## config.mk

```make
export PLATFORM = sky130hd
export DESIGN_NAME = msgpass_raddr_gen_mc
export DESIGN_NICKNAME = d
export VERILOG_FILES = /design/src/rtl/msgpass_raddr_gen_mc_pkg.sv /design/src/rtl/msgpass_raddr_gen_mc_chan.sv /design/src/rtl/msgpass_raddr_gen_mc.sv
export SDC_FILE = /design/constraint.sdc
export NUM_CORES = 1
export LEC_CHECK = 0
export BUFFER_PORTS_ARGS = -buffer_cell sky130_fd_sc_hd__clkbuf_2
export CAP_MARGIN = 20
export CORE_MARGIN = 8
export CORE_UTILIZATION = 50
export CTS_CLUSTER_SIZE = 20
export DETAILED_ROUTE_END_ITERATION = 8
export GPL_ROUTABILITY_DRIVEN = 0
export GPL_TIMING_DRIVEN = 0
export PLACE_DENSITY = 0.81
export SLEW_MARGIN = 10
export SYNTH_ARGS = -nofsm -noshare
export SYNTH_HDL_FRONTEND = slang
export SYNTH_SLANG_ARGS = --single-unit
```

## constraint.sdc

```tcl
create_clock -name sys_clk -period 6.2 [get_ports sys_clk]
set_clock_uncertainty 0.15 [all_clocks]
set_input_delay 1.86 -clock sys_clk [delete_from_list [all_inputs] [get_ports sys_clk]]
set_output_delay 1.86 -clock sys_clk [all_outputs]
set_load 0.02 [all_outputs]
```

## src/rtl/msgpass_raddr_gen_mc_pkg.sv

```systemverilog
// msgpass_raddr_gen_mc_pkg: shared widths, memShare DRC indices and FSM state type for the read-address generator
package msgPass_config_pkg;
  localparam int MSGPASS_BUFF_ADDR_WIDTH = 10;
  localparam int OFFSET_WIDTH = 8;
  localparam int MEMSHARE_DRC0 = 0;
  localparam int MEMSHARE_DRC1 = 1;
  localparam int MEMSHARE_DRC_NUM = 2;
  typedef enum logic [1:0] {IDLE, RUN, STALL} raddr_state_t;
endpackage

```

## src/rtl/msgpass_raddr_gen_mc_chan.sv

```systemverilog
// msgpass_raddr_chan: one channel's base register, base+offset adder and registered address (carry out with MSGPASS_RADDR_BOUND_CHK_EN)
module msgpass_raddr_chan import msgPass_config_pkg::*; #(
  parameter int ADDR_WIDTH = MSGPASS_BUFF_ADDR_WIDTH,
  parameter int OFFSET_WIDTH = msgPass_config_pkg::OFFSET_WIDTH
) (
  input  logic                    clk,
  input  logic                    rst,
  input  logic                    load,
  input  logic                    adv,
  input  logic [ADDR_WIDTH-1:0]   base_in,
  input  logic [OFFSET_WIDTH-1:0] off,
  output logic [ADDR_WIDTH-1:0]   addr
`ifdef MSGPASS_RADDR_BOUND_CHK_EN
  ,
  output logic                    carry
`endif
);
  logic [ADDR_WIDTH-1:0] base_r;
  logic [ADDR_WIDTH-1:0] sum;
`ifdef MSGPASS_RADDR_BOUND_CHK_EN
  assign {carry, sum} = {1'b0, base_r} + (ADDR_WIDTH+1)'(off);
`else
  assign sum = base_r + ADDR_WIDTH'(off);
`endif
  // start latches a new base and presents it at offset 0; each advance loads base + next offset
  always_ff @(posedge clk)
    if (rst) begin
      base_r <= '0;
      addr <= '0;
    end else if (load) begin
      base_r <= base_in;
      addr <= base_in;
    end else if (adv) addr <= sum;
endmodule

```

## src/rtl/msgpass_raddr_gen_mc.sv

```systemverilog
// msgpass_raddr_gen_mc: multi-channel message-pass read-address generator; MSGPASS_RADDR_BOUND_CHK_EN enables the sticky address-carry error
module msgpass_raddr_gen_mc import msgPass_config_pkg::*; #(
  parameter int CH_NUM = 4,
  parameter int ADDR_WIDTH = MSGPASS_BUFF_ADDR_WIDTH,
  parameter int OFFSET_WIDTH = msgPass_config_pkg::OFFSET_WIDTH,
  parameter int DRC_NUM = MEMSHARE_DRC_NUM
) (
  input  logic                         sys_clk,
  input  logic                         rst,
  input  logic                         start_i,
  input  logic                         end_i,
  input  logic [CH_NUM*ADDR_WIDTH-1:0] base_addr_i,
  input  logic [OFFSET_WIDTH-1:0]      len_i,
  input  logic [DRC_NUM-1:0]           is_drc_i,
  input  logic [OFFSET_WIDTH-1:0]      drc_offset_i,
  input  logic                         rdy_i,
  output logic [CH_NUM*ADDR_WIDTH-1:0] addr_o,
  output logic                         valid_o,
  output logic                         wrap_o,
  output logic                         err_o
);
  raddr_state_t state, state_n;
  logic [OFFSET_WIDTH-1:0] offset, off_next, len_r;
  logic [OFFSET_WIDTH:0] eff_len, off_inc;
  logic drc_sel, wrap_n, adv;
  logic unused_drc;
  assign unused_drc = ^is_drc_i;
  assign eff_len = {len_r == '0, len_r};
  assign off_inc = {1'b0, offset} + (OFFSET_WIDTH+1)'(1);
  assign drc_sel = state == RUN && is_drc_i[MEMSHARE_DRC1];
  assign wrap_n = drc_sel ? {1'b0, drc_offset_i} >= eff_len : off_inc == eff_len;
  assign off_next = wrap_n ? '0 : drc_sel ? drc_offset_i : off_inc[OFFSET_WIDTH-1:0];
  assign adv = state != IDLE && !start_i && !end_i && valid_o && rdy_i;
  // next state: start restarts from any state, end stops an active run, rdy_i moves between RUN and STALL
  always_comb begin
    state_n = state;
    if (start_i) state_n = RUN;
    else if (state != IDLE && end_i) state_n = IDLE;
    else if (state == RUN && valid_o && !rdy_i) state_n = STALL;
    else if (state == STALL && rdy_i) state_n = RUN;
  end
  // shared state, offset, length and handshake outputs
  always_ff @(posedge sys_clk)
    if (rst) begin
      state <= IDLE;
      offset <= '0;
      len_r <= '0;
      valid_o <= 1'b0;
      wrap_o <= 1'b0;
    end else begin
      state <= state_n;
      valid_o <= start_i || (valid_o && !end_i);
      wrap_o <= adv && wrap_n;
      if (start_i) begin
        offset <= '0;
        len_r <= len_i;
      end else if (adv) offset <= off_next;
    end
`ifdef MSGPASS_RADDR_BOUND_CHK_EN
  logic [CH_NUM-1:0] carry;
  // any channel overflowing its address space latches an error until restart
  always_ff @(posedge sys_clk)
    if (rst || start_i) err_o <= 1'b0;
    else if (adv && |carry) err_o <= 1'b1;
`else
  assign err_o = 1'b0;
`endif
  for (genvar c = 0; c < CH_NUM; c++) begin : g_chan
    msgpass_raddr_chan #(
      .ADDR_WIDTH(ADDR_WIDTH),
      .OFFSET_WIDTH(OFFSET_WIDTH)
    ) u_chan (
      .clk(sys_clk),
      .rst(rst),
      .load(start_i),
      .adv(adv),
      .base_in(base_addr_i[c*ADDR_WIDTH +: ADDR_WIDTH]),
      .off(off_next),
      .addr(addr_o[c*ADDR_WIDTH +: ADDR_WIDTH])
`ifdef MSGPASS_RADDR_BOUND_CHK_EN
      ,
      .carry(carry[c])
`endif
    );
  end
endmodule
```

; Yosys cells after proc, flatten, opt, wreduce, memory -nomap -nowiden
; Index checks and enable logic that the tools add are counted.
[totals]
regBits = 100
latchBits = 0
mem_bits_rw = 0
romBits = 0
input_bits = 63
output_inout_bits = 43
wordCells = 60
mem_count = 0
[op_classes]
n_addsub = 5
mul = 0
div_mod_pow = 0
magnitude_cmp = 1
eq_ne = 3
shifts = 0
mux = 15
bitwise = 0
n_reduce_logical = 22
[ops]
columns = op, n
row1 = 10-bit 2-to-1 mux, 8
row2 = 10-bit by 8-bit adder with 10-bit output, 4
row3 = 8-bit 2-to-1 mux, 2
row4 = 1-bit logical AND, 11
row5 = "8-bit by 1-bit adder with 9-bit output, second input constant", 1
row6 = 9-bit == test, 1
row7 = 8-bit by 9-bit greater-or-equal comparator with 1-bit output, 1
row8 = 8-bit zero test, 1
row9 = 2-bit nonzero test, 3
row10 = 2-bit 2-to-1 mux, 2
row11 = 4-bit nonzero test, 1
row12 = 1-bit zero test, 3
row13 = 1-bit 2-to-1 mux, 3
row14 = 3-bit OR reduction, 1
row15 = "2-bit by 1-bit == test with 1-bit output, second input constant", 1
row16 = "2-bit == test, second input constant", 1
row17 = 2-bit OR reduction, 1
row18 = 1-bit logical OR, 1

; Longest topological paths before layout
[logic_depth]
depth_word = 7
depth_mapped = 17
mapped_depth_nobuf = 16

; By module
; Synthesis repeated with hierarchy kept, for this count alone.
[hier_totals]
hier_cells = 722
hier_area_um2 = 6358.6
[modules_own_cells]
columns = module, instances, cells_each, area_each_um2
row1 = msgpass_raddr_chan, 4, 137, 1242.4
row2 = msgpass_raddr_gen_mc, 1, 174, 1388.8

; Worst setup path before layout
; OpenSTA, ideal clock, no wires.
[synth_path]
path_kind = input to register
from = input drc_offset_i[0]
to = register g_chan[0].u_chan.addr[7]
setup_time_ns = 0.070
t_arrival_ns = 5.636
required_ns = 5.980
slack_ns = 0.344
stages = 16
n_path_buf = 1
path_cell_list = inv_1 -> ha_1 -> nand2b_1 -> a211oi_1 -> nor3_1 -> o221ai_1 -> nor2_1 -> clkbuf_1 -> nor3_1 -> ha_1 -> a21oi_1 -> o211ai_1 -> o41ai_1 -> xor2_1 -> a211o_1 -> a21oi_1
[synth_between]
elab_chain_len = 6
elab_cells_between_ends = 7
classes_between = add/sub (1) / order compare (1) / mux (5)
[synth_lines]
columns = item, line
row1 = "start, declared", msgpass_raddr_gen_mc.sv:15  ; input logic [OFFSET_WIDTH-1:0] drc_offset_i,
row2 = 8-bit by 9-bit greater-or-equal comparator with 1-bit output, msgpass_raddr_gen_mc.sv:31  ; assign wrap_n = drc_sel ? {1'b0, drc_offset_i} >= eff_len : off_inc == eff_len;
row3 = 1-bit 2-to-1 mux, msgpass_raddr_gen_mc.sv:31
row4 = 8-bit 2-to-1 mux, msgpass_raddr_gen_mc.sv:32  ; assign off_next = wrap_n ? '0 : drc_sel ? drc_offset_i : off_inc[OFFSET_WIDTH-1:0];
row5 = named net g_chan[0].u_chan.off[1], msgpass_raddr_gen_mc_chan.sv:11  ; input logic [OFFSET_WIDTH-1:0] off,
row6 = 10-bit by 8-bit adder with 10-bit output, msgpass_raddr_gen_mc_chan.sv:23  ; assign sum = base_r + ADDR_WIDTH'(off);
row7 = 10-bit 2-to-1 mux, msgpass_raddr_gen_mc_chan.sv:33  ; end else if (adv) addr <= sum;
row8 = 10-bit 2-to-1 mux, msgpass_raddr_gen_mc_chan.sv:30  ; end else if (load) begin
row9 = "end signal, assigned", msgpass_raddr_gen_mc_chan.sv:32  ; addr <= base_in;
row10 = "end signal, assigned", msgpass_raddr_gen_mc_chan.sv:33
row11 = "end, declared", msgpass_raddr_gen_mc_chan.sv:12  ; output logic [ADDR_WIDTH-1:0] addr
; The timed path passes the listed nets, and every way through them passes these cells. The select of a mux whose other input is x is not followed.
; A chain may end at the register's enable or synchronous reset.

; Final worst setup path
; Same ends and word-level chain as after synthesis.

==> results.toml <==
[floorplan]
die-area_um2 = 15300
core-area_um2 = 11400
fp-row-count = 39
start_util_pct = 51.1
die_w_um = 124
io_pins = 106
dieHeight_um = 124

[sta]
hold_slack_ns = 0.329
setup_ws_ns = 0.291
max_slew.worst_pin.slew_ns = 1.01
slew_headroom_pct = 31.9
final-hold-violation-count = 0
rsz0062_at_grt = "no"
clock.fmax_ghz = 0.169
period_minus_slack_ns = 5.91
slew_viol_final = 0
finalSetupViolCount = 0
period_share_pct = 95.3

[power]
pwr-share-seq_pct = 44.8
power.switching_uw = 434
ir_worst_vdd_uv = 129
power.density_nw_per_um2 = 230
p_leak_uw = 0.00311
switching_share_pct = 27.6
p_comb_share_pct = 16.7
p_int_uw = 1130
clock_power_share_pct = 38.5
p_total_uw = 1570

[finish]
finish.utilization_pct = 60.1
fillCellCount = 1011
insertedDiodeCount = 0
multi_input_area_um2 = 3590
drive_above_1_share_pct = 16.8
area_growth_pct = 17.6
nNetsFinal = 918
seq_area_um2 = 2000

[worst_setup_path]
crit_arrival_ns = 6.03
cp-end-kind = "register"
critical_path_class = "in -> reg"
crit_required_ns = 6.32
path_max_fanout = 10
critPathLaunchType = "input port"

[clock_network]
clock_sinks = 100
clk_pin_slew_ns = 0.07
clockRootBuffer = "clkbuf_16"
h-tree-depth = 3
cts_tree = "yes"
clk_latency_ns = 0.35
cts-buffers-inserted = 9
post_cts_buffers = 0
clk_path_buf_depth = 2

[yosys]
synthFlopType = "dfxtp_1"
synth-edff-count = 0
syn_area_per_cell_um2 = 8.34
ys.warnings.count = 0
yosys.cell_types.count = 49
ys_async_sr_fraction_pct = 0
ys_ff_latch = 100
yosysSeqAreaShare_pct = 34.5
syn_nets = 804
syn_area_um2 = 5810
synth_cells = 696

[global_route]
grt_pass1_vias = 5534
grt_max_degree = 17
antenna_found_initial = 0
grt_pass1_wl_um = 27800
overflow = 0
grt_usage_pct = 23.4

[drt]
detail_route.iter0.violations = 568
wl_met3_um = 1860
ant_nets = 0
vias = 5701
wl_um = 17800
met2_length_um = 7950
wl_per_cell_um = 18.6
first_pass_iters = 6
avgViaCountPerCell = 5.95
drc = 0
top_layer = "met4"
wl_met1_um = 7430

[place]
dpl.hpwl_um = 13100
pre_cts_ws_ns = -0.0842
portBuffers = 103

[run]
maxCapViolCount = 0

[hold_path]
hold_class = "reg -> reg"

[run_status]
outcome = "finished, final reports clean"
-- cell type report --
class                      count  share of cell area [%]
buffer                        39                    2.44
clock buffer                  10                    3.35
clock inverter                 6                    1.26
inverter                      15                   0.824
multi-input combinational    542                    52.6
sequential                   100                    29.3
tap                          143                    2.62
timing repair buffer         103                    7.55
-- stage by stage --
stage                     TNS (ns)  instances  area [µm²]
final                            0        958        6830
after global routing             0        958        6830
after CTS                        0        958        6820
after detailed placement   -0.0842        942        6510
after global placement       -3.29        942        6500
after floorplan                  0        696        5810
-- cell usage after synthesis, drive strengths merged (4+ instances only) --
| cell | number | area, µm² |
|---|---|---|
| xnor2 | 16 | 140 |
| nand2b | 15 | 93.8 |
| o221ai | 7 | 61.3 |
| or4b | 4 | 40.0 |
| xor2 | 20 | 183 |
| nor2b | 6 | 37.5 |
| a211o | 6 | 52.6 |
| a211oi | 4 | 30.0 |
| o211ai | 11 | 82.6 |
| o41ai | 8 | 70.1 |
| dfxtp | 100 | 2000 |
| o31ai | 4 | 30.0 |
| inv | 15 | 56.3 |
| mux2i | 47 | 470 |
| a221oi | 4 | 35.0 |
| nor2 | 96 | 360 |
| clkbuf | 21 | 78.8 |
| a21o | 12 | 90.1 |
| ha | 41 | 513 |
| nor4 | 5 | 46.3 |
| buf | 18 | 87.6 |
| a21oi | 66 | 330 |
| nand3b | 4 | 30.0 |
| nand2 | 61 | 229 |
| nand3 | 20 | 100 |
| o22ai | 6 | 37.5 |
| a31oi | 9 | 56.3 |
| nor3 | 23 | 115 |
| fa | 4 | 80.1 |
| nand4 | 4 | 31.3 |
| o21ai | 21 | 105 |
-- final timing paths --
kind,slack [ns],end,from,cells after the start
hold reg to reg,0.33,g_chan[2].u_chan.base_r[2],g_chan[2].u_chan.base_r[2],2
setup / recovery,0.29,g_chan[0].u_chan.addr[7],drc_offset_i[0],17
setup reg to reg,1.55,g_chan[0].u_chan.addr[7],len_r[4],15
hold / removal,0.33,g_chan[2].u_chan.base_r[2],g_chan[2].u_chan.base_r[2],2
-- worst max-delay path: stages --
cell and delay [ns]:
clkbuf_2 0.09, inv_1 0.04, ha_1 0.27, nand2b_1 0.14
a211oi_1 0.23, nor3_1 0.08, o221ai_1 0.32, nor2_1 0.16
clkbuf_1 0.27, nor3_1 0.72, ha_1 0.41, nand3_1 0.09
o211ai_1 0.12, o41ai_1 0.60, xor2_1 0.18, a211o_1 0.32
a21oi_1 0.13
-- layer usage --
| metal | global-route usage, % | up-vias |
|---|---|---|
| li1 | - | 2710 |
| met1 | 30.0 | 2651 |
| met2 | 37.9 | 294 |
| met3 | 4.53 | 46 |
| met4 | 9.26 | 0 |
| met5 | 0 | - |
-- sequential cells by signal (all words and copies together), names as in the netlist --
| register | cells |
|---|---|
| g_chan.u_chan.addr | 40 |
| valid_o | 1 |
| offset | 8 |
| len_r | 8 |
| wrap_o | 1 |
| g_chan.u_chan.base_r | 40 |
| state | 2 |
-- power by group through the flow --
stage	sequential (µW)	combinational [µW]	clock, µW
after floorplan	730	153	0
after global placement	716	252	0
after detailed placement	716	257	0
after CTS	702	259	605
after global routing	706	288	633
final	703	262	604
-- repair_timing --
action	4_1_cts	5_1_grt
hold buffers	0	0
resized for setup	0	1
endpoints found under the setup margin	0	1
-- cells by family (layout without fill, tap and decap cells) --
logic type,after synthesis,count (layout),share of synthesized area [%]
compound gates,165,165,17.8
xor+xnor,36,36,5.56
fa+ha+maj,45,45,10.2
buf+inv,54,173,3.83
flops,100,100,34.5
mux,47,47,8.10
other cells,1,1,0.0646
simple gates,248,248,19.9
-- cells in the final DEF (no fill, tap or decap), drive strengths merged, types with 5 or more instances in the layout --
cell type / netlist / layout
o211ai: 11 / 11
mux2i: 47 / 47
o22ai: 6 / 6
o221ai: 7 / 7
a211o: 6 / 6
a31oi: 9 / 9
nor3: 23 / 23
nor2: 96 / 96
inv: 15 / 16
nor4: 5 / 5
o21ai: 21 / 21
a21o: 12 / 12
ha: 41 / 41
a21oi: 66 / 66
o41ai: 8 / 8
nand2: 61 / 61
dfxtp: 100 / 100
clkbuf: 21 / 134
xnor2: 16 / 16
buf: 18 / 18
nand3: 20 / 20
nand2b: 15 / 15
xor2: 20 / 20
nor2b: 6 / 6
(Power assumes the default switching activity.)
